## config.mk

```make
export PLATFORM = sky130hd
export DESIGN_NAME = coupled_counter_pair
export DESIGN_NICKNAME = d
export VERILOG_FILES = /design/src/rtl/coupled_counter_pair.sv
export SDC_FILE = /design/constraint.sdc
export NUM_CORES = 1
export LEC_CHECK = 0
export CORE_UTILIZATION = 45
export CTS_BUF_LIST = sky130_fd_sc_hd__clkbuf_8
export DETAILED_ROUTE_END_ITERATION = 10
export PLACE_DENSITY = 0.75
export SYNTH_ARGS = -nofsm -noshare
export SYNTH_HDL_FRONTEND = slang
export SYNTH_SLANG_ARGS = --single-unit
```

## constraint.sdc

```tcl
create_clock -name clk -period 1.8 [get_ports clk]
set_input_delay 0.27 -clock clk [delete_from_list [all_inputs] [get_ports clk]]
set_output_delay 0.27 -clock clk [all_outputs]
set_load 0.05 [all_outputs]
```

## src/rtl/coupled_counter_pair.sv

```systemverilog
// ============================================================================
// coupled_counter_pair
// ----------------------------------------------------------------------------
// Two cross-coupled WIDTH-bit counters that move in lock-step so that
// cnt_a + cnt_b (mod 2**WIDTH) never changes between a reset/clear and a load.
// The pair can be loaded, cleared and run in one of four update modes. It
// reports 1-cycle terminal-count pulses when a counter update carries or
// borrows out of WIDTH bits, and keeps a saturating count of tc_a pulses.
//
// Parameters
//   WIDTH   counter width in bits (>= 2)
//   STEP    per-cycle increment/decrement, 1 <= STEP < 2**WIDTH
//   WRAP_W  width of wrap_cnt
//
// Ports
//   clk       in   1       rising-edge clock
//   rst_n     in   1       asynchronous active-low reset
//   clr       in   1       synchronous clear (highest synchronous priority)
//   load      in   1       load cnt_a <= load_val, cnt_b <= ~load_val
//   load_val  in   WIDTH   value to load
//   en        in   1       run enable
//   mode      in   2       00 UP, 01 DOWN, 10 CROSS, 11 HOLD
//   cnt_a     out  WIDTH   counter A
//   cnt_b     out  WIDTH   counter B
//   tc_a      out  1       pulse: last cnt_a update carried/borrowed out
//   tc_b      out  1       pulse: last cnt_b update carried/borrowed out
//   wrap_cnt  out  WRAP_W  number of tc_a pulses, saturating at all-ones
//   busy      out  1       controller is not IDLE
//
// Build option
//   FORMAL_CHECKS_EN  when defined, adds a shadow register holding the
//                     expected cnt_a+cnt_b and concurrent assertions on the
//                     sum invariant, the origin of tc_a and the monotonicity
//                     of wrap_cnt. Ports and behaviour are unchanged.
// ============================================================================
module coupled_counter_pair #(
    parameter int WIDTH  = 4,
    parameter int STEP   = 1,
    parameter int WRAP_W = 3
) (
    input  logic              clk,
    input  logic              rst_n,
    input  logic              clr,
    input  logic              load,
    input  logic [WIDTH-1:0]  load_val,
    input  logic              en,
    input  logic [1:0]        mode,
    output logic [WIDTH-1:0]  cnt_a,
    output logic [WIDTH-1:0]  cnt_b,
    output logic              tc_a,
    output logic              tc_b,
    output logic [WRAP_W-1:0] wrap_cnt,
    output logic              busy
);

    // ------------------------------------------------------------------------
    // Constants
    // ------------------------------------------------------------------------
    typedef enum logic [1:0] {
        ST_IDLE = 2'd0,
        ST_RUN  = 2'd1,
        ST_LOAD = 2'd2
    } state_t;

    localparam logic [1:0] MODE_UP    = 2'b00;
    localparam logic [1:0] MODE_DOWN  = 2'b01;
    localparam logic [1:0] MODE_CROSS = 2'b10;
    localparam logic [1:0] MODE_HOLD  = 2'b11;

    // Step widened by one bit so bit WIDTH of each lane result is the
    // carry (on add) or borrow (on subtract).
    localparam logic [WIDTH:0]    STEP_EXT = STEP[WIDTH:0];
    localparam logic [WRAP_W-1:0] WRAP_MAX = '1;

    // ------------------------------------------------------------------------
    // Registers
    // ------------------------------------------------------------------------
    state_t             state_reg;
    state_t             state_next;
    logic [WIDTH-1:0]   cnt_a_reg;
    logic [WIDTH-1:0]   cnt_b_reg;
    logic               tc_a_reg;
    logic               tc_b_reg;
    logic [WRAP_W-1:0]  wrap_cnt_reg;

    // Asserted on cycles where the counters actually take a new value.
    logic               run_update;

    // Per-lane arithmetic results (lane 0 = A, lane 1 = B).
    logic [1:0][WIDTH-1:0] lane_val;
    logic [1:0]            lane_carry;

    // ------------------------------------------------------------------------
    // FSM: state register
    // ------------------------------------------------------------------------
    always_ff @(posedge clk or negedge rst_n) begin
        if (!rst_n) begin
            state_reg <= ST_IDLE;
        end else begin
            state_reg <= state_next;
        end
    end

    // ------------------------------------------------------------------------
    // FSM: next-state logic. clr and load override the normal transitions
    // from any state.
    // ------------------------------------------------------------------------
    always_comb begin
        state_next = state_reg;
        if (clr) begin
            state_next = ST_IDLE;
        end else if (load) begin
            state_next = ST_LOAD;
        end else begin
            case (state_reg)
                ST_IDLE: begin
                    if (en) begin
                        state_next = ST_RUN;
                    end
                end
                ST_RUN: begin
                    if (!en) begin
                        state_next = ST_IDLE;
                    end
                end
                ST_LOAD: begin
                    state_next = en ? ST_RUN : ST_IDLE;
                end
                default: begin
                    state_next = ST_IDLE;
                end
            endcase
        end
    end

    // ------------------------------------------------------------------------
    // FSM: outputs. Dropping en in RUN leaves the counters untouched on that
    // same edge, so the update strobe also requires en. HOLD is treated as
    // "no update", which also forces both tc pulses low.
    // ------------------------------------------------------------------------
    always_comb begin
        busy       = (state_reg != ST_IDLE);
        run_update = (state_reg == ST_RUN) && en && !clr && !load
                     && (mode != MODE_HOLD);
    end

    // ------------------------------------------------------------------------
    // Update lanes. Each lane picks a source counter and a direction from the
    // mode, then adds or subtracts STEP in WIDTH+1 bits. Because lane A and
    // lane B always move in opposite directions by the same STEP (CROSS
    // swaps the sources but keeps the pairing), the sum is preserved.
    // ------------------------------------------------------------------------
    generate
        for (genvar gi = 0; gi < 2; gi++) begin : g_lane
            localparam bit IS_A = (gi == 0);

            logic [WIDTH-1:0] lane_base;
            logic             lane_add;
            logic [WIDTH:0]   lane_ext;

            always_comb begin
                lane_base = IS_A ? cnt_a_reg : cnt_b_reg;
                lane_add  = IS_A;
                case (mode)
                    MODE_UP: begin
                        lane_add = IS_A;
                    end
                    MODE_DOWN: begin
                        lane_add = !IS_A;
                    end
                    MODE_CROSS: begin
                        // Both lanes read the other counter's pre-update value.
                        lane_base = IS_A ? cnt_b_reg : cnt_a_reg;
                        lane_add  = IS_A;
                    end
                    default: begin
                        lane_add = IS_A;
                    end
                endcase
                lane_ext = lane_add ? ({1'b0, lane_base} + STEP_EXT)
                                    : ({1'b0, lane_base} - STEP_EXT);
            end

            assign lane_val[gi]   = lane_ext[WIDTH-1:0];
            assign lane_carry[gi] = lane_ext[WIDTH];
        end
    endgenerate

    // ------------------------------------------------------------------------
    // Datapath registers
    // ------------------------------------------------------------------------
    always_ff @(posedge clk or negedge rst_n) begin
        if (!rst_n) begin
            cnt_a_reg    <= '0;
            cnt_b_reg    <= '0;
            tc_a_reg     <= 1'b0;
            tc_b_reg     <= 1'b0;
            wrap_cnt_reg <= '0;
        end else if (clr) begin
            cnt_a_reg    <= '0;
            cnt_b_reg    <= '0;
            tc_a_reg     <= 1'b0;
            tc_b_reg     <= 1'b0;
            wrap_cnt_reg <= '0;
        end else if (load) begin
            // ~load_val makes the pair sum all-ones right after a load.
            cnt_a_reg <= load_val;
            cnt_b_reg <= ~load_val;
            tc_a_reg  <= 1'b0;
            tc_b_reg  <= 1'b0;
        end else if (run_update) begin
            cnt_a_reg <= lane_val[0];
            cnt_b_reg <= lane_val[1];
            tc_a_reg  <= lane_carry[0];
            tc_b_reg  <= lane_carry[1];
            // Counted on the same edge that raises tc_a, so every pulse
            // (including back-to-back ones) is counted exactly once.
            if (lane_carry[0] && (wrap_cnt_reg != WRAP_MAX)) begin
                wrap_cnt_reg <= wrap_cnt_reg + 1'b1;
            end
        end else begin
            tc_a_reg <= 1'b0;
            tc_b_reg <= 1'b0;
        end
    end

    assign cnt_a    = cnt_a_reg;
    assign cnt_b    = cnt_b_reg;
    assign tc_a     = tc_a_reg;
    assign tc_b     = tc_b_reg;
    assign wrap_cnt = wrap_cnt_reg;

`ifdef FORMAL_CHECKS_EN
    // ------------------------------------------------------------------------
    // Invariant checking: inv_sum tracks what cnt_a+cnt_b must equal.
    // ------------------------------------------------------------------------
    logic [WIDTH-1:0] inv_sum_reg;
    logic [WIDTH-1:0] pair_sum;

    assign pair_sum = cnt_a_reg + cnt_b_reg;

    always_ff @(posedge clk or negedge rst_n) begin
        if (!rst_n) begin
            inv_sum_reg <= '0;
        end else if (clr) begin
            inv_sum_reg <= '0;
        end else if (load) begin
            inv_sum_reg <= '1;
        end
    end

    a_sum_invariant : assert property (
        @(posedge clk) disable iff (!rst_n)
        pair_sum == inv_sum_reg
    );

    a_tc_a_from_run : assert property (
        @(posedge clk) disable iff (!rst_n)
        tc_a_reg |-> ($past(state_reg) == ST_RUN)
    );

    a_wrap_monotonic : assert property (
        @(posedge clk) disable iff (!rst_n)
        (wrap_cnt_reg < $past(wrap_cnt_reg)) |-> $past(clr)
    );
`endif

endmodule
```

==> summary.txt, run 1 <==
Finish
  • Layout cells sized above 1: 53.2%
  • Commonest non-fill, non-tap cell in the layout: buf_4
  • Most frequent cells in the layout: buf_4, nand2_1, clkdlybuf4s50_1, nor2_1, dfrtp_2
  • Layout area overhead: 66.5%
  • N_diodes: 0
  • Final nets: 212
  • Final core occ: 78.9%

Critical path
  • Worst setup startpoint: cnt_a[1]
  • Critical-path maximum fanout: 4
  • Critical path data arrival time: 2.00 ns
  • Crit Path Class: reg -> reg
  • Reg2Reg Launch Point: cnt_a[1]
  • Worst Path Required: 1.99 ns
  • Crit. End Element: flip-flop
  • R2R Path End: tc_b
  • FF-to-FF setup slack: -0.007 ns
  • Startpoint types: flip-flop
  • Worst R2R Path Depth: 7

Floorplanning
  • Starting Density: 47.4%
  • IO Pins: 25
  • Vert. Die Dim: 52.9 um
  • Core area: 0.00245 mm2
  • Die width: 52.9 um
  • # rows: 18
  • Die ar.: 0.00279 mm2

Placed design
  • Post-placement worst setup slack: -0.729 ns
  • Routability cong.: 0.895
  • Dpl hpwl: 2.52 mm
  • IO Port Bufs: 24

Synth
  • Net Count, Synth: 150
  • #FFs+latches synth: 15
  • Share of the synthesized area in the top cell type: 32.3%
  • Avg Cell Area, Syn: 9.02 um2
  • Post-synth top area cell: dfrtp_1
  • Post-Syn Area: 0.00116 mm2
  • Synth cell types: 40
  • Async SR Flop Fraction: 100%
  • EDFF count, synth: 0
  • Mapped Cells: 129
  • Synth Flop Type: dfrtp_1
  • Synth Warn #: 0
  • Sequential share of the synthesized area: 32.3%
  • Top cells by area, synth: dfrtp_1, nand2_1, ha_1

STA
  • Slew Viols, Final: 0
  • Setup ws final: -0.00662 ns
  • Fin Clk Skew: 0.00176 ns
  • Slew @ Worst Pin: 0.501 ns
  • Slew Limit Headroom: 66.5%
  • Highest clock rate: 0.554 GHz
  • Final Hold Fails: 0
  • Min Tclk post-route: 1.81 ns
  • Setup-failing EPs final: 1
  • Worst Hold Margin: 0.322 ns
  • RSZ-0062 raised after global routing: yes
  • Period utilization: 100%

Global route
  • Initial antenna violation count: 0
  • First-pass GRT wire length: 5.49 mm
  • Gr ovfl total: 0
  • Vias in the first global route: 1173
  • Total GRT Usage: 27.8%
  • Largest net degree at the start of global routing: 16

Outcome
  • Status: complete, but fails checks
  • Failing checks: negative setup slack

CTS
  • TritonCTS buffer count: 3
  • Clk buf depth: 2
  • Clock-pin slew on the worst setup and hold paths: 0.07 ns
  • Clock sink count: 15
  • Clock Latency Late Sink: 0.26 ns
  • Clock root cell: clkbuf_8
  • Hold-fix buffers, CTS: 0
  • H-tree levels: 1
  • CTS tree: yes

Routing
  • Wirelength per Cell: 16.8 um
  • First-pass DRT Iterations: 4
  • Via-per-instance ratio: 5.50
  • # DRC: 0
  • Via count: 1210
  • ANT nets after route: 0
  • Total wire length: 3.69 mm
  • Iter 0 DRT Violations: 40

Hold path
  • Class of the worst hold path: in -> async

Power
  • PwrDens: 559 mW/mm2
  • Pleak: 0.942 nW
  • VDD IR max: 0.000490 V

Flow run
  • Max-Cap Viols: 0
-- layer usage --
layer	track usage [%]	share of wire [%]
met1	34.6	41
met2	49.2	51
met3	3.74	4.8
met4	8.33	3.6
met5	0	0
-- Yosys cell counts, drive strengths merged (2+ instances only) --
library cell	count
nand2	28
o21ai	4
nor4b	2
nand3	2
nor3b	3
ha	8
nor2b	2
nor2	11
xor2	2
inv	5
dfrtp	15
nand2b	4
a21oi	9
buf	4
fa	2
mux2i	9
mux2	3
-- power by group --
part | switching [mW] | leakage [nW] | internal [mW]
registers | 0.0174 | 0.190 | 0.352
clock network | 0.145 | 0.0255 | 0.154
logic | 0.209 | 0.726 | 0.206
total | 0.372 | 0.942 | 0.712
-- worst max path at each step --
| stage | endpoint | slack [ns] | cells past startpoint |
|---|---|---|---|
| finish | tc_b | -0.007 | 7 |
| global route | wrap_cnt[2] | -0.05 | 8 |
| CTS | tc_b | 0.002 | 9 |
| detailed placement | wrap_cnt[1] | -0.73 | 9 |
| global placement | wrap_cnt[1] | -0.64 | 9 |
| floorplan | wrap_cnt[2] | -0.05 | 8 |
-- metrics by stage --
stage	std cells	setup TNS, ns	power (mW)	area, um2
floorplan	129	-0.133	0.569	1240
global placement	213	-5.77	0.715	1720
detailed placement	213	-6.63	0.723	1720
CTS	216	0	1.03	1830
global route	220	-0.193	1.12	1940
finish	220	-0.00662	1.08	1940
-- critical path, stage by stage (launching register included) --
cell	delay [ns]
dfrtp_2	0.46
nand2_2	0.09
nand2_2	0.07
fa_2	0.40
a21o_1	0.17
a21oi_2	0.15
mux2_4	0.32
nor2_2	0.09
-- repair_timing --
item | 4_1_cts | 5_1_grt
setup buffers | 0 | 4
pin swaps | 4 | 10
setup endpoints to repair | 11 | 9
gates resized for setup | 19 | 25
-- cell type report --
type | instances | area (um2)
Timing Repair Buffer | 62 | 522
Fill cell | 149 | 518
Tap cell | 30 | 37.5
Inverter | 5 | 26.3
Sequential cell | 15 | 385
Clock inverter | 1 | 5.00
Multi-Input combinational cell | 104 | 920
Clock buffer | 3 | 41.3
-- cell families after synthesis --
group           synth area share, %
compound gates                 11.6
xor+xnor                       2.26
buf+inv                        4.19
fa+ha+maj                      12.0
flops                          32.3
simple gates                   27.0
mux                            10.6
Power figures use the tool's default switching activity.
==> inputs of run 2 (changes only) <==
- GPL_ROUTABILITY_DRIVEN: unset -> 0
==> results of run 2 <==
Same layout as run 1: the final DEF is identical, and so are final timing and power.
